--- src/rtl/hazard_unit_if.sv ---
// Pipeline <-> hazard unit signal bundle: ID/EX operand info, branch and
// data-memory status in; pipeline register enables, flushes and status out.
interface hazard_unit_if #(
    parameter int CNT_W = 16
);
    logic [4:0]       id_rs1_addr;
    logic [4:0]       id_rs2_addr;
    logic             id_uses_rs1;
    logic             id_uses_rs2;
    logic [4:0]       id_ex_rd;
    logic             id_ex_memread;
    logic             ex_branch_taken;
    logic             dmem_req;
    logic             dmem_ready;

    logic             pc_write;
    logic             if_id_write;
    logic             id_ex_write;
    logic             ex_mem_write;
    logic             id_ex_bubble;
    logic             if_id_flush;
    logic             id_ex_flush;
    logic             mem_timeout;
    logic [CNT_W-1:0] stall_cycles;

    // pipeline side
    modport master (
        output id_rs1_addr, id_rs2_addr, id_uses_rs1, id_uses_rs2,
               id_ex_rd, id_ex_memread, ex_branch_taken, dmem_req, dmem_ready,
        input  pc_write, if_id_write, id_ex_write, ex_mem_write,
               id_ex_bubble, if_id_flush, id_ex_flush, mem_timeout, stall_cycles
    );

    // hazard unit side
    modport slave (
        input  id_rs1_addr, id_rs2_addr, id_uses_rs1, id_uses_rs2,
               id_ex_rd, id_ex_memread, ex_branch_taken, dmem_req, dmem_ready,
        output pc_write, if_id_write, id_ex_write, ex_mem_write,
               id_ex_bubble, if_id_flush, id_ex_flush, mem_timeout, stall_cycles
    );
endinterface

--- src/rtl/hazard_unit.sv ---
// Pipeline hazard control: load-use stall, taken-branch flush, data-memory
// wait with timeout into a sticky error state, and a saturating stall counter.
module hazard_unit #(
    parameter int TIMEOUT_CYCLES = 255,
    parameter int CNT_W          = 16
) (
    input  logic         clk,
    input  logic         rst_n,
    hazard_unit_if.slave hz
);
    localparam int WCW = (TIMEOUT_CYCLES < 2) ? 1 : $clog2(TIMEOUT_CYCLES + 1);
    localparam logic [WCW-1:0] WAIT_MAX = WCW'(TIMEOUT_CYCLES);

    typedef enum logic [1:0] {RUN, WAIT, ERR} state_t;

    state_t           state, state_nxt;
    logic [WCW-1:0]   wait_cnt, wait_cnt_nxt;
    logic             mem_timeout;
    logic [CNT_W-1:0] stall_cycles;

    logic load_use, mem_stall, eval;
    logic pc_write, if_id_write, id_ex_write, ex_mem_write;
    logic id_ex_bubble, if_id_flush, id_ex_flush;

    assign load_use = hz.id_ex_memread && (hz.id_ex_rd != 5'd0) &&
                      ((hz.id_uses_rs1 && (hz.id_rs1_addr == hz.id_ex_rd)) ||
                       (hz.id_uses_rs2 && (hz.id_rs2_addr == hz.id_ex_rd)));
    assign mem_stall = hz.dmem_req && !hz.dmem_ready;

    always_comb begin
        state_nxt    = state;
        wait_cnt_nxt = wait_cnt;
        eval         = 1'b0;
        pc_write     = 1'b0;
        if_id_write  = 1'b0;
        id_ex_write  = 1'b0;
        ex_mem_write = 1'b0;
        id_ex_bubble = 1'b0;
        if_id_flush  = 1'b0;
        id_ex_flush  = 1'b0;

        case (state)
            RUN: begin
                if (mem_stall) begin
                    state_nxt    = WAIT;
                    wait_cnt_nxt = WCW'(1);
                end else begin
                    eval = 1'b1;
                end
            end
            WAIT: begin
                // EX is frozen while waiting, so a pending branch is acted on at release
                if (!hz.dmem_ready) begin
                    if (wait_cnt == WAIT_MAX) state_nxt = ERR;
                    else                      wait_cnt_nxt = wait_cnt + 1'b1;
                end else begin
                    eval         = 1'b1;
                    state_nxt    = RUN;
                    wait_cnt_nxt = '0;
                end
            end
            ERR:     ;
            default: state_nxt = RUN;
        endcase

        if (eval) begin
            if (hz.ex_branch_taken) begin
                pc_write     = 1'b1;
                if_id_write  = 1'b1;
                id_ex_write  = 1'b1;
                ex_mem_write = 1'b1;
                if_id_flush  = 1'b1;
                id_ex_flush  = 1'b1;
            end else if (load_use) begin
                id_ex_write  = 1'b1;
                ex_mem_write = 1'b1;
                id_ex_bubble = 1'b1;
            end else begin
                pc_write     = 1'b1;
                if_id_write  = 1'b1;
                id_ex_write  = 1'b1;
                ex_mem_write = 1'b1;
            end
        end

        if (!rst_n) begin
            pc_write     = 1'b0;
            if_id_write  = 1'b0;
            id_ex_write  = 1'b0;
            ex_mem_write = 1'b0;
            id_ex_bubble = 1'b0;
            if_id_flush  = 1'b0;
            id_ex_flush  = 1'b0;
        end
    end

    always_ff @(posedge clk) begin
        if (!rst_n) begin
            state        <= RUN;
            wait_cnt     <= '0;
            mem_timeout  <= 1'b0;
            stall_cycles <= '0;
        end else begin
            state    <= state_nxt;
            wait_cnt <= wait_cnt_nxt;
            if (state_nxt == ERR) mem_timeout <= 1'b1;
            if (!pc_write && (stall_cycles != '1)) stall_cycles <= stall_cycles + 1'b1;
        end
    end

    assign hz.pc_write     = pc_write;
    assign hz.if_id_write  = if_id_write;
    assign hz.id_ex_write  = id_ex_write;
    assign hz.ex_mem_write = ex_mem_write;
    assign hz.id_ex_bubble = id_ex_bubble;
    assign hz.if_id_flush  = if_id_flush;
    assign hz.id_ex_flush  = id_ex_flush;
    assign hz.mem_timeout  = mem_timeout;
    assign hz.stall_cycles = stall_cycles;
endmodule

--- src/flat_wrapper.sv ---
// flat-port wrapper written by rule: the top's interface ports become plain ports
module hazard_unit_flat 
#(
    parameter int TIMEOUT_CYCLES = 255,
    parameter int CNT_W          = 16
)
  (clk, rst_n, hz_id_rs1_addr, hz_id_rs2_addr, hz_id_uses_rs1, hz_id_uses_rs2, hz_id_ex_rd, hz_id_ex_memread, hz_ex_branch_taken, hz_dmem_req, hz_dmem_ready, hz_pc_write, hz_if_id_write, hz_id_ex_write, hz_ex_mem_write, hz_id_ex_bubble, hz_if_id_flush, hz_id_ex_flush, hz_mem_timeout, hz_stall_cycles);
  hazard_unit_if #(.CNT_W(CNT_W)) hz_i ();
  input  logic clk;
  input  logic rst_n;
  input wire logic [$bits(hz_i.id_rs1_addr)-1:0] hz_id_rs1_addr;
  input wire logic [$bits(hz_i.id_rs2_addr)-1:0] hz_id_rs2_addr;
  input wire logic [$bits(hz_i.id_uses_rs1)-1:0] hz_id_uses_rs1;
  input wire logic [$bits(hz_i.id_uses_rs2)-1:0] hz_id_uses_rs2;
  input wire logic [$bits(hz_i.id_ex_rd)-1:0] hz_id_ex_rd;
  input wire logic [$bits(hz_i.id_ex_memread)-1:0] hz_id_ex_memread;
  input wire logic [$bits(hz_i.ex_branch_taken)-1:0] hz_ex_branch_taken;
  input wire logic [$bits(hz_i.dmem_req)-1:0] hz_dmem_req;
  input wire logic [$bits(hz_i.dmem_ready)-1:0] hz_dmem_ready;
  output wire logic [$bits(hz_i.pc_write)-1:0] hz_pc_write;
  output wire logic [$bits(hz_i.if_id_write)-1:0] hz_if_id_write;
  output wire logic [$bits(hz_i.id_ex_write)-1:0] hz_id_ex_write;
  output wire logic [$bits(hz_i.ex_mem_write)-1:0] hz_ex_mem_write;
  output wire logic [$bits(hz_i.id_ex_bubble)-1:0] hz_id_ex_bubble;
  output wire logic [$bits(hz_i.if_id_flush)-1:0] hz_if_id_flush;
  output wire logic [$bits(hz_i.id_ex_flush)-1:0] hz_id_ex_flush;
  output wire logic [$bits(hz_i.mem_timeout)-1:0] hz_mem_timeout;
  output wire logic [$bits(hz_i.stall_cycles)-1:0] hz_stall_cycles;
  assign hz_i.id_rs1_addr = hz_id_rs1_addr;
  assign hz_i.id_rs2_addr = hz_id_rs2_addr;
  assign hz_i.id_uses_rs1 = hz_id_uses_rs1;
  assign hz_i.id_uses_rs2 = hz_id_uses_rs2;
  assign hz_i.id_ex_rd = hz_id_ex_rd;
  assign hz_i.id_ex_memread = hz_id_ex_memread;
  assign hz_i.ex_branch_taken = hz_ex_branch_taken;
  assign hz_i.dmem_req = hz_dmem_req;
  assign hz_i.dmem_ready = hz_dmem_ready;
  assign hz_pc_write = hz_i.pc_write;
  assign hz_if_id_write = hz_i.if_id_write;
  assign hz_id_ex_write = hz_i.id_ex_write;
  assign hz_ex_mem_write = hz_i.ex_mem_write;
  assign hz_id_ex_bubble = hz_i.id_ex_bubble;
  assign hz_if_id_flush = hz_i.if_id_flush;
  assign hz_id_ex_flush = hz_i.id_ex_flush;
  assign hz_mem_timeout = hz_i.mem_timeout;
  assign hz_stall_cycles = hz_i.stall_cycles;
  hazard_unit #(.TIMEOUT_CYCLES(TIMEOUT_CYCLES), .CNT_W(CNT_W)) u_core (.clk(clk), .rst_n(rst_n), .hz(hz_i));
endmodule
--- config.mk ---
export PLATFORM = sky130hd
export DESIGN_NAME = hazard_unit_flat
export DESIGN_NICKNAME = d
export VERILOG_FILES = /design/src/rtl/hazard_unit_if.sv /design/src/rtl/hazard_unit.sv /design/src/flat_wrapper.sv
export SDC_FILE = /design/constraint.sdc
export NUM_CORES = 1
export LEC_CHECK = 0
export CORE_UTILIZATION = 50
export CTS_BUF_LIST = sky130_fd_sc_hd__clkbuf_2
export CTS_CLUSTER_SIZE = 10
export DETAILED_ROUTE_END_ITERATION = 16
export GPL_TIMING_DRIVEN = 0
export PLACE_DENSITY = 0.79
export SLEW_MARGIN = 20
export SYNTH_ARGS = -nofsm -noshare
export SYNTH_HDL_FRONTEND = slang
export SYNTH_SLANG_ARGS = --single-unit
--- constraint.sdc ---
create_clock -name clk -period 2.55 [get_ports clk]
set_input_delay 0.51 -clock clk [delete_from_list [all_inputs] [get_ports clk]]
set_output_delay 0.51 -clock clk [all_outputs]
set_load 0.01 [all_outputs]
# Word-level counts from Yosys, hierarchy flattened
# Cells that the tools add are included.
# totals
regBits	27
inputBits	23
out_inout_bits	24
word_cells	52
# op_classes
addsub	2
eq_ne	9
mux	24
n_reduce_logical	13
# ops
op	count
8-bit two-way mux	3
16-bit by 1-bit adder with 16-bit output, second input constant	1
16-bit inequality test, second input constant	1
8-bit case mux with 2 select lines	1
1-bit two-way mux	15
5-bit equality test	2
8-bit by 1-bit adder with 8-bit output, second input constant	1
8-bit equality test, second input constant	1
1-bit logical AND	6
2-bit two-way mux	3
2-bit case mux with 3 select lines	1
5-bit nonzero test	1
2-bit equality test, second input constant	2
3-bit inequality test, second input constant	1
3-bit AND reduction	1
2-bit by 1-bit equality test with 1-bit output, second input constant	1
1-bit zero test	2
2-bit zero test	1
2-bit by 1-bit inequality test with 1-bit output, second input constant	1
1-bit case mux with 2 select lines	1
2-bit nonzero test	1
1-bit logical OR	1

# Logic depth before layout (Yosys ltp)
# Gate-level depths: netlist (run 1).
# logic_depth
depth_word	10
mapped_depth	7

# Least setup slack after synthesis (run 1)
# OpenSTA, ideal clock, no wires.
# synth_path
path_type	input -> output
start	in hz_id_ex_rd[3]
end	out hz_pc_write
t_arrival_ps	1633
setup_slack_ps	407
cell_stages	6
cell_sequence	xor2_1 -> nor4_1 -> a32oi_2 -> nor2b_1 -> nor2_1 -> buf_4
# synth_via
elab_chain_len	8
word_cells_on_any_way	12
classes_between	2 x eq/ne; 4 x mux; 6 x reduce/logical
# synth_lines
element	line	text
start, declared	flat_wrapper.sv:15	input wire logic [$bits(hz_i.id_ex_rd)-1:0] hz_id_ex_rd;
5-bit equality test (on tied branches)	hazard_unit.sv:26, hazard_unit.sv:27	
1-bit logical AND (on tied branches)	hazard_unit.sv:26, hazard_unit.sv:27	
1-bit logical OR	hazard_unit.sv:26	((hz.id_uses_rs1 && (hz.id_rs1_addr == hz.id_ex_rd)) ||
1-bit logical AND *	hazard_unit.sv:25	assign load_use = hz.id_ex_memread && (hz.id_ex_rd != 5'd0) &&
1-bit two-way mux * (4 in a row)	n/a	
end, declared	flat_wrapper.sv:20	output wire logic [$bits(hz_i.pc_write)-1:0] hz_pc_write;
# Mark *: on every way between the ends. The rest lies on a longest branch, timed or not.

# Worst setup path in the final report (run 1)
# layout_path
start	in hz_id_rs1_addr[1]
end	out hz_id_ex_bubble
# layout_via
elab_chain_len	8
# layout_lines
element	line	text
start, declared	flat_wrapper.sv:11	input wire logic [$bits(hz_i.id_rs1_addr)-1:0] hz_id_rs1_addr;
5-bit equality test	hazard_unit.sv:26	
1-bit logical AND	hazard_unit.sv:26	
1-bit logical OR	hazard_unit.sv:26	
1-bit logical AND	hazard_unit.sv:25	
1-bit two-way mux	hazard_unit.sv:74	end else if (load_use) begin
1-bit two-way mux	hazard_unit.sv:67	if (hz.ex_branch_taken) begin
1-bit two-way mux	hazard_unit.sv:66	if (eval) begin
1-bit two-way mux	hazard_unit.sv:86	if (!rst_n) begin
end, declared	flat_wrapper.sv:24	output wire logic [$bits(hz_i.id_ex_bubble)-1:0] hz_id_ex_bubble;
# Every way passes these cells.

==> results.py, run 1 <==
metrics = {
    "final_layout": {
        "antennaDiodeCount": 0,
        "nets": 307,
        "regArea_um2": 541,
        "syn_to_final_growth_pct": 33.3,
        "fin_util": 0.711,
        "final_cell_area_um2": 2410,
        "drive_gt1_frac": 0.128,
        "multi_input_area_um2": 1230,
        "fillers": 292,
    },
    "floorplan": {
        "start_util": 0.534,
        "core_um2": 3390,
        "num_io_pins": 47,
        "floorplan.die_area_um2": 3860,
        "rows": 21,
        "dieHeight_um": 62.2,
        "die_w_um": 62.2,
    },
    "timing": {
        "layout_setup_ws_ps": 59.3,
        "setup_violations": 0,
        "worst_pin_slew_ps": 519,
        "hold_viol_final": 0,
        "fin_hold_ws_ps": 479,
        "relSlewSlack": 0.652,
        "finalMaxSlewViolations": 0,
        "period_share": 0.977,
        "fmax_ghz": 0.401,
        "rsz0062_at_grt": "yes",
        "period_minus_slack_ps": 2490,
        "skew_ps": 17.4,
    },
    "routing": {
        "wl_um": 4640,
        "vias": 1829,
        "drcViolationCount": 0,
        "wl_per_cell_um": 14.2,
        "viasPerCell": 5.59,
        "drtIter0Drc": 80,
        "first_pass_iters": 4,
        "drtAntennaViolNets": 0,
    },
    "grt": {
        "grt_pass1_wl_um": 7670,
        "grt_pass1_vias": 1707,
        "antenna_found_initial": 0,
        "grt_overflow": 0,
        "grt_use_total": 0.243,
        "grt_max_degree": 15,
    },
    "clocking": {
        "cts.path.max_buffers": 2,
        "clk_pin_slew_ps": 260,
        "insertion_delay_ps": 370,
        "htreeDepth": 1,
        "holdBufCountCts": 0,
        "cts_tree": "done",
        "numCtsBuffers": 3,
        "cts_root_buf": "clkbuf_2",
        "clock_sinks": 27,
    },
    "synth": {
        "syn_nets": 251,
        "netlist_instances": 226,
        "synth_cell_type_count": 43,
        "async_flop_share": 0,
        "synth.top_cell.area_share": 0.299,
        "syn_avg_cell_area_um2": 8.01,
        "yosysSeqAreaShare": 0.299,
        "syn_area_um2": 1810,
        "ys_ff_latch": 27,
        "yosysWarnings": 0,
        "yosys-top-cells-area": "dfxtp_1 (30%), mux2i_1 (8.3%), nand2_1 (5.4%)",
        "yosysTopAreaCell": "dfxtp_1",
        "ys.flop_type": "dfxtp_1",
        "synth_most_common_cell": "dfxtp_1",
        "synth_common_cells": "dfxtp_1 (27), nand2_1 (26), nand3_1 (19)",
        "synth-edff-count": 0,
    },
    "hold_path": {
        "worstHoldPathType": "reg2reg",
    },
    "placement": {
        "routabilityCongestion": 0.824,
        "placed_area_um2": 2330,
        "hpwl_um": 3270,
        "dp_slack_ps": -815,
        "numPortBuffers": 46,
    },
    "pwr": {
        "peakVddDrop_mv": 0.218,
        "power_mw": 0.773,
        "leakage_nw": 0.866,
        "power.density_nw_per_um2": 321,
    },
    "outcome": {
        "status": "completed",
    },
    "run": {
        "cap_violations": 0,
    },
    "worst_setup_path": {
        "crit_fanout": 2,
        "crit_type": "in2out",
        "worst_ep_required_time_ps": 2040,
        "rrSetupSlack_ps": 510,
        "critPathArrivalTime_ps": 1980,
        "cp-end-kind": "output port",
        "startpoint_type": "primary input",
    },
}
layer usage:
layer / track usage / wire [um] / vias up
met4: 0.0843 / 39 / 0
met3: 0.0515 / 347 / 6
met5: 0 / 0 / -
met2: 0.424 / 2230 / 65
met1: 0.292 / 2020 / 832
li1: - / - / 926
sequential cells by signal (all words and copies together), names as in the netlist:
name                    cells
u_core.hz.mem_timeout       1
u_core.hz.stall_cycles     16
u_core.state                2
u_core.wait_cnt             8
layout by cell type, fill, tap and decap left out, drive strengths merged, types with 13 or more instances in the layout:
cell type / count
dfxtp: 27
nand2: 26
nand2b: 13
nand4: 16
clkdlybuf4s50: 28
nand3: 22
mux2i: 15
nor2: 15
o21ai: 13
buf: 14
power breakdown:
| part | switching [mW] | leakage [nW] | internal (mW) |
|---|---|---|---|
| combinational | 0.0787 | 0.631 | 0.0792 |
| clock | 0.132 | 0.0166 | 0.0413 |
| sequential | 0.0109 | 0.218 | 0.431 |
| total | 0.221 | 0.866 | 0.552 |
worst paths after layout:
path	to	start	depth (start not counted)
min reg2reg	u_core.state[0]	u_core.state[1]	1
min	u_core.state[0]	u_core.state[1]	1
max	hz_id_ex_bubble	hz_id_rs1_addr[1]	8
max reg2reg	u_core.hz.stall_cycles[13]	u_core.hz.stall_cycles[0]	7
per-stage QoR:
stage / instances / setup TNS, ps
after global routing: 327 / -87.8
after CTS: 326 / 0
after floorplan: 226 / 0
final: 327 / 0
after global placement: 318 / -4450
after detailed placement: 318 / -5250
layout make-up:
class	instances	share of cell area
plain buffers	11	0.0285
repair buffers	52	0.201
multi-input cells	184	0.509
well taps	46	0.0239
inverters	3	0.00467
flip-flops and latches	27	0.224
clock buffers	4	0.00830
worst max-delay path, cell delays in order:
cell and delay [ps]:
dlygate4sd2_1 250, xor2_1 160, nor4_2 360, a32oi_2 200, nor2b_2 170, buf_4 120, and2_1 100, buf_2 120
repair_timing:
item                                    in CTS  in global routing
pin swaps                                    5                  5
buffers inserted                             5                  1
gates resized for setup                     29                 10
endpoints found under the setup margin       7                  4
kinds of logic (layout without fill, tap and decap cells):
family / count (synthesis) / count (layout) / share of synthesized area
AND/OR/NAND/NOR: 123 / 123 / 0.375
AO/OA/AOI/OAI: 27 / 27 / 0.0996
buffers and inverters: 15 / 70 / 0.0463
adder cells (fa/ha/maj): 2 / 2 / 0.0138
XOR/XNOR: 16 / 16 / 0.0775
multiplexers: 16 / 16 / 0.0892
flip-flops: 27 / 27 / 0.299
Power figures use the tool's default switching activity.
==> run 2, diff against run 1 <==
- CORE_UTILIZATION: 50 -> 49
- CTS_BUF_LIST: sky130_fd_sc_hd__clkbuf_2 -> sky130_fd_sc_hd__clkbuf_16
- GPL_TIMING_DRIVEN: 0 -> default
- PLACE_DENSITY: 0.79 -> 0.77
==> results.py, run 2 (same netlist as run 1, synthesis figures left out) <==
metrics = {
    "placement": {
        "numPortBuffers": 46,
        "hpwl_um": 2960,
        "dp_slack_ps": -476,
        "placed_area_um2": 2340,
        "routabilityCongestion": 0.789,
        "dp_cells": 318,
    },
    "clocking": {
        "clock_sinks": 27,
        "insertion_delay_ps": 260,
        "clk_pin_slew_ps": 70,
        "htreeDepth": 1,
        "cts_tree": "done",
        "cts.path.max_buffers": 2,
        "holdBufCountCts": 0,
        "numCtsBuffers": 3,
        "cts_root_buf": "clkbuf_16",
    },
    "floorplan": {
        "floorplan.die_area_um2": 3940,
        "die_w_um": 62.8,
        "num_io_pins": 47,
        "start_util": 0.526,
        "dieHeight_um": 62.8,
        "rows": 21,
        "core_um2": 3440,
    },
    "pwr": {
        "peakVddDrop_mv": 0.258,
        "power.density_nw_per_um2": 393,
        "leakage_nw": 0.890,
    },
    "routing": {
        "drtIter0Drc": 68,
        "met3_length_um": 215,
        "vias": 1788,
        "wl_met2_um": 1950,
        "drtAntennaViolNets": 0,
        "met1Wirelength_um": 1940,
        "first_pass_iters": 4,
        "wl_um": 4150,
        "wl_per_cell_um": 12.8,
        "drcViolationCount": 0,
        "topRoutingLayerUsed": "met4",
        "viasPerCell": 5.52,
    },
    "outcome": {
        "status": "completed",
    },
    "worst_setup_path": {
        "crit_start": "hz_id_rs1_addr[2]",
        "reg2reg_to": "u_core.hz.stall_cycles[1]",
        "crit_fanout": 3,
        "endpoint": "hz_id_ex_bubble",
        "rrSetupSlack_ps": 400,
        "cp-end-kind": "output port",
        "worst_ep_required_time_ps": 2040,
        "reg2reg_from": "u_core.hz.stall_cycles[0]",
        "crit_type": "in2out",
        "worstRegToRegCells": 6,
        "critPathArrivalTime_ps": 1970,
        "startpoint_type": "primary input",
    },
    "run": {
        "cap_violations": 0,
    },
    "final_layout": {
        "largest_register_ffs": 16,
        "final_cell_area_um2": 2460,
        "fin_util": 0.714,
        "syn_to_final_growth_pct": 35.9,
        "finalNonFillerCells": 324,
        "drive_gt1_frac": 0.126,
        "final_common_cell": "clkdlybuf4s50_1",
        "nets": 304,
        "largest-register": "u_core.hz.stall_cycles",
        "layout_common_cells": "clkdlybuf4s50_1 (34), dfxtp_1 (27), nand2_1 (26), nand3_1 (19)",
        "top_regs": "u_core.hz.stall_cycles x16, u_core.wait_cnt x8, u_core.state x2",
        "antennaDiodeCount": 0,
    },
    "timing": {
        "hold_viol_final": 0,
        "fin_tns_setup_ps": 0,
        "period_share": 0.973,
        "layout_setup_ws_ps": 68.7,
        "setup_violations": 0,
        "finalMaxSlewViolations": 0,
        "skew_ps": 3.78,
        "worst_pin_slew_ps": 526,
        "rsz0062_at_grt": "no",
        "relSlewSlack": 0.648,
        "fmax_ghz": 0.403,
        "period_minus_slack_ps": 2480,
    },
    "grt": {
        "grt_use_total": 0.228,
        "grt_pass1_vias": 1715,
        "grt_pass1_wl_um": 7390,
        "grt_max_degree": 38,
        "grt_overflow": 0,
        "antenna_found_initial": 0,
    },
    "hold_path": {
        "worstHoldPathType": "reg2reg",
        "hold_path_depth": 1,
    },
}
-- run 2: worst min path at each step --
stage	end	startpoint	slack [ps]
after floorplan	u_core.state[0]	u_core.state[1]	420
after global placement	u_core.state[0]	u_core.state[1]	440
after detailed placement	u_core.hz.mem_timeout	u_core.hz.mem_timeout	460
after CTS	u_core.state[0]	u_core.state[1]	470
after global routing	u_core.state[0]	u_core.state[1]	510
final	u_core.hz.mem_timeout	u_core.hz.mem_timeout	470
-- run 2: metal layers --
layer | vias up | track usage
met1 | 810 | 0.283
li1 | 920 | -
met3 | 5 | 0.0365
met4 | 0 | 0.0843
met5 | - | 0
met2 | 53 | 0.391
-- run 2: through the flow --
stage,power [mW],hold slack (ps)
2_1_floorplan,0.523,423
3_3_place_gp,0.605,445
4_1_cts,0.977,472
6_report,0.966,471
5_1_grt,1.01,509
3_5_place_dp,0.607,456
-- run 2: cell type report --
class | count | area (um2)
clock buffer | 3 | 75.1
clock inverter | 1 | 7.51
fill | 283 | 983
inverter | 3 | 11.3
multi-input combinational | 184 | 1210
sequential | 27 | 541
tap | 46 | 57.6
timing repair buffer | 60 | 561
-- run 2: power by group --
part	total [mW]	switching (mW)	internal (mW)
clock	0.368	0.155	0.213
sequential	0.440	0.0111	0.429
combinational	0.157	0.0737	0.0836
-- run 2: worst max-delay path, cell delays in order --
cell and delay, ps:
clkdlybuf4s50_1 410, xor2_1 160, nor4_2 290, a32oi_2 170, nor2b_2 170, and2_4 160
buf_6 90
-- run 2: repair_timing --
item / 4_1_cts / 5_1_grt
pin swaps: 4 / 5
gates cloned: 0 / 0
setup buffers: 1 / 1
gates resized for setup: 19 / 9
setup endpoints to repair: 5 / 5
